<file path="config.mk">
export PLATFORM = sky130hd
export DESIGN_NAME = ac_motor_gate_dead_time
export DESIGN_NICKNAME = d
export VERILOG_FILES = /design/src/rtl/ac_motor_pkg.sv /design/src/rtl/ac_motor_dead_time_leg.sv /design/src/rtl/ac_motor_gate_dead_time.sv
export SDC_FILE = /design/constraint.sdc
export NUM_CORES = 1
export LEC_CHECK = 0
export ABC_AREA = 1
export CAP_MARGIN = 10
export CORE_MARGIN = 5
export CORE_UTILIZATION = 45
export CTS_CLUSTER_SIZE = 24
export DETAILED_ROUTE_END_ITERATION = 8
export HOLD_SLACK_MARGIN = 0.05
export MAX_ROUTING_LAYER = met4
export REMOVE_ABC_BUFFERS = 1
export SYNTH_ARGS = -nofsm -noshare
export SYNTH_HDL_FRONTEND = slang
export SYNTH_SLANG_ARGS = --single-unit
</file>
<file path="constraint.sdc">
create_clock -name clk -period 3.05 [get_ports clk]
set_input_delay 0.61 -clock clk [delete_from_list [all_inputs] [get_ports clk]]
set_output_delay 0.61 -clock clk [all_outputs]
set_load 0.02 [all_outputs]
</file>
<file path="src/rtl/ac_motor_pkg.sv">
// Shared encodings for the gate dead-time block: leg FSM states, sector type,
// and the active-vector table in gate bit order (bit 0 = A, bit 1 = B, bit 2 = C).
package ac_motor_pkg;

  typedef enum logic [1:0] {
    LEG_OFF  = 2'd0,
    LEG_DEAD = 2'd1,
    LEG_HIGH = 2'd2,
    LEG_LOW  = 2'd3
  } leg_state_e;

  typedef logic [2:0] sector_t;

  localparam sector_t SECTOR_LAST = 3'd5;

  // Written as A-B-C (100 = A high) in the vector tables; stored here as {C,B,A}.
  function automatic logic [2:0] vec_of(input sector_t s);
    logic [2:0] v;
    v = 3'b000;
    case (s)
      3'd0:    v = 3'b001;
      3'd1:    v = 3'b011;
      3'd2:    v = 3'b010;
      3'd3:    v = 3'b110;
      3'd4:    v = 3'b100;
      3'd5:    v = 3'b101;
      default: v = 3'b000;
    endcase
    return v;
  endfunction

  function automatic sector_t sector_next(input sector_t s);
    return (s == SECTOR_LAST) ? 3'd0 : s + 3'd1;
  endfunction

endpackage

</file>
<file path="src/rtl/ac_motor_dead_time_leg.sv">
// One inverter leg: OFF/DEAD/HIGH/LOW FSM with a dead-time down-counter.
// Gate outputs are registered from the next state so they change cleanly at the edge.
module ac_motor_dead_time_leg
  import ac_motor_pkg::*;
#(
  parameter int DEAD_CYCLES = 100,
  parameter int CNT_W       = 8
) (
  input  logic clk,
  input  logic reset_n,
  input  logic i_run,
  input  logic i_high,
  output logic o_gate_h,
  output logic o_gate_l
);

  localparam logic [CNT_W-1:0] LP_RELOAD = CNT_W'(DEAD_CYCLES - 1);

  leg_state_e       r_state, w_state_nxt;
  logic [CNT_W-1:0] r_cnt, w_cnt_nxt;
  logic             r_tgt_high, w_tgt_nxt;
  logic             r_gate_h, r_gate_l;

  // NOTE: every combinational output is defaulted first so no path infers a latch.
  always_comb begin
    w_state_nxt = r_state;
    w_cnt_nxt   = r_cnt;
    w_tgt_nxt   = r_tgt_high;
    if (!i_run) begin
      w_state_nxt = LEG_OFF;
      w_cnt_nxt   = '0;
    end else begin
      case (r_state)
        LEG_OFF: begin
          w_state_nxt = LEG_DEAD;
          w_cnt_nxt   = LP_RELOAD;
          w_tgt_nxt   = i_high;
        end
        LEG_HIGH: if (!i_high) begin
          w_state_nxt = LEG_DEAD;
          w_cnt_nxt   = LP_RELOAD;
          w_tgt_nxt   = 1'b0;
        end
        LEG_LOW: if (i_high) begin
          w_state_nxt = LEG_DEAD;
          w_cnt_nxt   = LP_RELOAD;
          w_tgt_nxt   = 1'b1;
        end
        LEG_DEAD: begin
          // A new target restarts the full interval so the gap is never shortened.
          if (i_high != r_tgt_high) begin
            w_cnt_nxt = LP_RELOAD;
            w_tgt_nxt = i_high;
          end else if (r_cnt == '0) begin
            w_state_nxt = r_tgt_high ? LEG_HIGH : LEG_LOW;
          end else begin
            w_cnt_nxt = r_cnt - 1'b1;
          end
        end
        default: begin
          w_state_nxt = LEG_OFF;
          w_cnt_nxt   = '0;
        end
      endcase
    end
  end

  // NOTE: sequential state uses non-blocking assignments so all registers update together.
  always_ff @(posedge clk or negedge reset_n) begin
    if (!reset_n) begin
      r_state    <= LEG_OFF;
      r_cnt      <= '0;
      r_tgt_high <= 1'b0;
      r_gate_h   <= 1'b0;
      r_gate_l   <= 1'b0;
    end else begin
      r_state    <= w_state_nxt;
      r_cnt      <= w_cnt_nxt;
      r_tgt_high <= w_tgt_nxt;
      r_gate_h   <= (w_state_nxt == LEG_HIGH);
      r_gate_l   <= (w_state_nxt == LEG_LOW);
    end
  end

  assign o_gate_h = r_gate_h;
  assign o_gate_l = r_gate_l;

endmodule

</file>
<file path="src/rtl/ac_motor_gate_dead_time.sv">
// Three-leg gate driver with dead-time insertion from sector/strobe commands.
// Define AC_MOTOR_GATE_FAULT_LATCH_EN to latch faults until fault_clr with valid input.
module ac_motor_gate_dead_time
  import ac_motor_pkg::*;
#(
  parameter int DEAD_CYCLES = 100,
  parameter int CNT_W       = 8
) (
  input  logic       clk,
  input  logic       reset_n,
  input  logic       enable,
  input  logic [2:0] sector,
  input  logic       u0,
  input  logic       u1,
  input  logic       u2,
  input  logic       u7,
  input  logic       fault_clr,
  output logic [2:0] gate_h,
  output logic [2:0] gate_l,
  output logic       fault
);

  logic       w_valid;
  logic       w_hold;
  logic       w_run;
  logic       w_fault_nxt;
  logic [2:0] w_desired;
  logic       r_fault;

  assign w_valid = ($countones({u0, u1, u2, u7}) == 1) && (sector <= SECTOR_LAST);

  always_comb begin
    w_desired = 3'b000;
    if (u7)      w_desired = 3'b111;
    else if (u1) w_desired = vec_of(sector);
    else if (u2) w_desired = vec_of(sector_next(sector));
  end

`ifdef AC_MOTOR_GATE_FAULT_LATCH_EN
  assign w_hold      = r_fault && !(fault_clr && w_valid);
  assign w_fault_nxt = !w_valid || w_hold;
`else
  logic w_unused_fault_clr;
  assign w_unused_fault_clr = fault_clr;
  assign w_hold      = 1'b0;
  assign w_fault_nxt = !w_valid;
`endif

  assign w_run = enable && w_valid && !w_hold;

  always_ff @(posedge clk or negedge reset_n) begin
    if (!reset_n) r_fault <= 1'b0;
    else          r_fault <= w_fault_nxt;
  end

  assign fault = r_fault;

  for (genvar i = 0; i < 3; i++) begin : g_leg
    ac_motor_dead_time_leg #(
      .DEAD_CYCLES(DEAD_CYCLES),
      .CNT_W      (CNT_W)
    ) u_leg (
      .clk     (clk),
      .reset_n (reset_n),
      .i_run   (w_run),
      .i_high  (w_desired[i]),
      .o_gate_h(gate_h[i]),
      .o_gate_l(gate_l[i])
    );
  end

endmodule

</file>
==> impl_results.md <==
* Comb power frac at 0.289
* Worst Max-Slew Pin Slew at around 0.9 ns
* Total CTS buffers at 5
* Final Total Pwr at between 1.5 and 2 mW
* Detailed-route DRC error count at 0
* Max incr delay on CP at 0.51 ns
* CTS max path bufs at 2
* Final period util at 0.959
* RSZ-0062 raised after global routing: false
* DIE AREA at between 7000 and 8000 sq um
* Biggest area consumer among synthesized cells: dfrtp_1
* Critical setup path kind: input port to flop
* CP required at approximately 3.3 ns
* Setup crit start: u1
* Flops & latches, synth at 40
* Final setup violation count at 0
* Antenna violations before repair at 0
* Via density at just over 5
* R2R cell count at 10
* DR pass1 iterations at 4
* Synth warn at 0
* Clock sinks at 40
* Chip Width at roughly 89 um
* Pin count of the biggest net entering global routing at 41
* Async S/R FF share, synth at 1.00
* Fin nets at 431
* Worst R2R End: g_leg[1].u_leg.o_gate_l
* CP Max Fanout at 5
* Status: complete, no violations
* Worst path slowest cell: clkdlybuf4s50_1
* Starting Density at 0.468
* Sw power at ~0.51 mW
* Buffers on Ports at 16
* Leakage power at ~1.8 nW
* Synth top area cells: dfrtp_1 36%, nand2_1 13%, inv_1 7.6%
* DP Area at around 3100 sq um
* GPL Wtd Cong at ~0.86
* Area grow syn2layout at 18.8%
* Initial DRC Count at roughly 150
* Final Critical Period at a little under 3 ns
* Sw frac at 0.326
* CP bufs+invs at 5
* Layout cell share with drive strength beyond 1 at 0.177
* Detailed Place HPWL at around 4400 um
* Maximum resistive drop on vdd at 0.000224 V
* Util after Layout at 0.556
* Worst setup EP type: flop
* R2R setup slack at slightly below 1 ns
* Post-route cell area at 3330 sq um
* Die height at 88.9 um
* Main flop type after synthesis: dfrtp_1
* Max cap viols at 0
* Core area at 5990 sq um
* Worst hold path type: input port to async pin
* Internal at roughly 1.1 mW
* Worst EP arrival at roughly 3.1 ns
* CTS H-tree lvls at 2
* Slew HR at 0.403
* Antenna Nets Post-Route at 0
* Worst setup endpoint: g_leg[1].u_leg.o_gate_l
* Syn avg cell area at about 7.4 sq um
* Post-synth EDFFs at 0
* Post-synthesis sequential area ratio at 0.357
* Diode count at 0
* Mapped cell area at about 2800 sq um
* Startpoint Class: input port
* DR vias at roughly 2500
* Clock Power Share at 0.323
* Clock Latency Late Sink at 0.29 ns
* Netlist cell types at 29
* Vias in the first global route at between 2000 and 2500
* PwrDens at roughly 470 nW/um^2
* First-pass GRT wire length at approximately 11000 um
* Post-route setup TNS at 0 ns
* Wire length per cell at approximately 12 um
* CTS root buf: clkbuf_8
* TritonCTS clock tree: done
* FF-to-FF Start: g_leg[1].u_leg.r_cnt[0]
* Total track usage at 0.173
* Remaining Overflow, GRT at 0
* Flop pwr share at 0.388
* Max Freq at between 300 and 400 MHz
* Slew Viols, Final at 0
* Cell family with most CP delay: adder cells
* Final Hold Vio Count at 0
* Routed WL at about 6000 um
* Critical Path, Cell by Cell: clkdlybuf4s50_1 -> inv_2 -> fa_1 -> inv_1 -> ha_2 -> ha_4 -> nor2_4 -> nand4_4 -> buf_4 -> nor2_2 -> nand4_4 -> nand3_4 -> inv_2 -> nor2_1
* Top-area cell type share of the netlist area at 0.357
* Synthesized instance count at between 300 and 400
* Postcts setup bufs at 0
* Critical path depth at 14
* FILL cells at ~580
* Ports at 18
* Clock slew seen by the registers of the worst setup and hold paths at ~0.08 ns
* Rows at 28
* Setup Skew at around 0.0073 ns
layer usage:
| metal | vias up | wire length (um) | GRT usage |
|---|---|---|---|
| li1 | 1292 | - | - |
| met1 | 1115 | 2960 | 0.240 |
| met2 | 46 | 2650 | 0.266 |
| met3 | 7 | 250 | 0.0249 |
| met4 | 0 | 78 | 0.0487 |
| met5 | - | 0 | - |
flip-flops by register name, indices dropped and copies added, names as in the netlist:
signal                  count
g_leg.u_leg.r_tgt_high      3
g_leg.u_leg.r_state         6
g_leg.u_leg.o_gate_h        3
fault                       1
g_leg.u_leg.r_cnt          24
g_leg.u_leg.o_gate_l        3
synth_stat cells (3+ instances only):
| master | n |
|---|---|
| ha_1 | 6 |
| o21ai_2 | 7 |
| dfrtp_1 | 40 |
| nand4_1 | 34 |
| nor3_1 | 9 |
| xor2_1 | 10 |
| nor2_1 | 38 |
| nand3_2 | 5 |
| inv_1 | 57 |
| o21ai_0 | 9 |
| nand2_2 | 7 |
| inv_2 | 9 |
| nand3_1 | 24 |
| nand2_4 | 3 |
| buf_4 | 7 |
| nand2_1 | 98 |
cell type report:
cell class / instances / area, sq um / area share
Timing Repair Buffer: 33 / 312 / 0.0935
Clock inverter: 2 / 60.1 / 0.0180
Clock buffer: 5 / 68.8 / 0.0207
Tap cell: 75 / 93.8 / 0.0282
Multi-Input combinational cell: 267 / 1550 / 0.465
Sequential cell: 40 / 1000 / 0.301
Inverter: 66 / 248 / 0.0744
how the worst min path moves through the flow:
stage | startpoint | to | depth (start not counted)
after CTS | reset_n | g_leg[1].u_leg.o_gate_l | 1
after floorplan | reset_n | fault | 0
after detailed placement | g_leg[2].u_leg.r_cnt[0] | g_leg[2].u_leg.r_cnt[0] | 2
final | reset_n | fault | 1
after global routing | reset_n | fault | 1
after global placement | g_leg[2].u_leg.r_cnt[0] | g_leg[2].u_leg.r_cnt[0] | 2
power by group through the flow:
stage	Clock [mW]	Combinational [mW]	Sequential (mW)
final	0.507	0.455	0.611
after global routing	0.541	0.520	0.619
after CTS	0.525	0.448	0.611
after detailed placement	0	0.441	0.621
after global placement	0	0.432	0.620
after floorplan	0	0.318	0.615
stage by stage:
stage | std cells | hold WS, ns | setup slack, ns
floorplan | 371 | 0.314 | -0.0794
global placement | 479 | 0.464 | -0.298
detailed placement | 479 | 0.466 | -0.368
CTS | 487 | 0.479 | 0.00299
global route | 488 | 0.526 | 0.00360
finish | 488 | 0.441 | 0.126
placed cells by master, fill, tap and decap left out, types with 8 or more instances in the layout:
master / netlist / layout
xor2_1: 10 / 10
dfrtp_1: 40 / 40
inv_2: 9 / 10
nand2_1: 98 / 98
buf_4: 7 / 14
nand4_1: 34 / 34
nand3_1: 24 / 24
o21ai_0: 9 / 9
nor3_1: 9 / 8
inv_1: 57 / 56
nor2_1: 38 / 36
clkdlybuf4s50_1: 0 / 15
logic make-up (layout without fill, tap and decap cells):
| logic type | count (synthesis) | in the layout | synth area share |
|---|---|---|---|
| flops | 40 | 40 | 0.357 |
| simple gates | 226 | 228 | 0.407 |
| xor+xnor | 12 | 12 | 0.0375 |
| fa+ha+maj | 7 | 7 | 0.0339 |
| buf+inv | 76 | 106 | 0.115 |
| compound gates | 20 | 20 | 0.0504 |
timing repair:
item	in CTS	in global routing
hold buffers	0	0
setup endpoints to repair	27	29
pin swaps	3	4
gates cloned	1	1
resized for setup	4	6
Power figures use the tool's default switching activity.
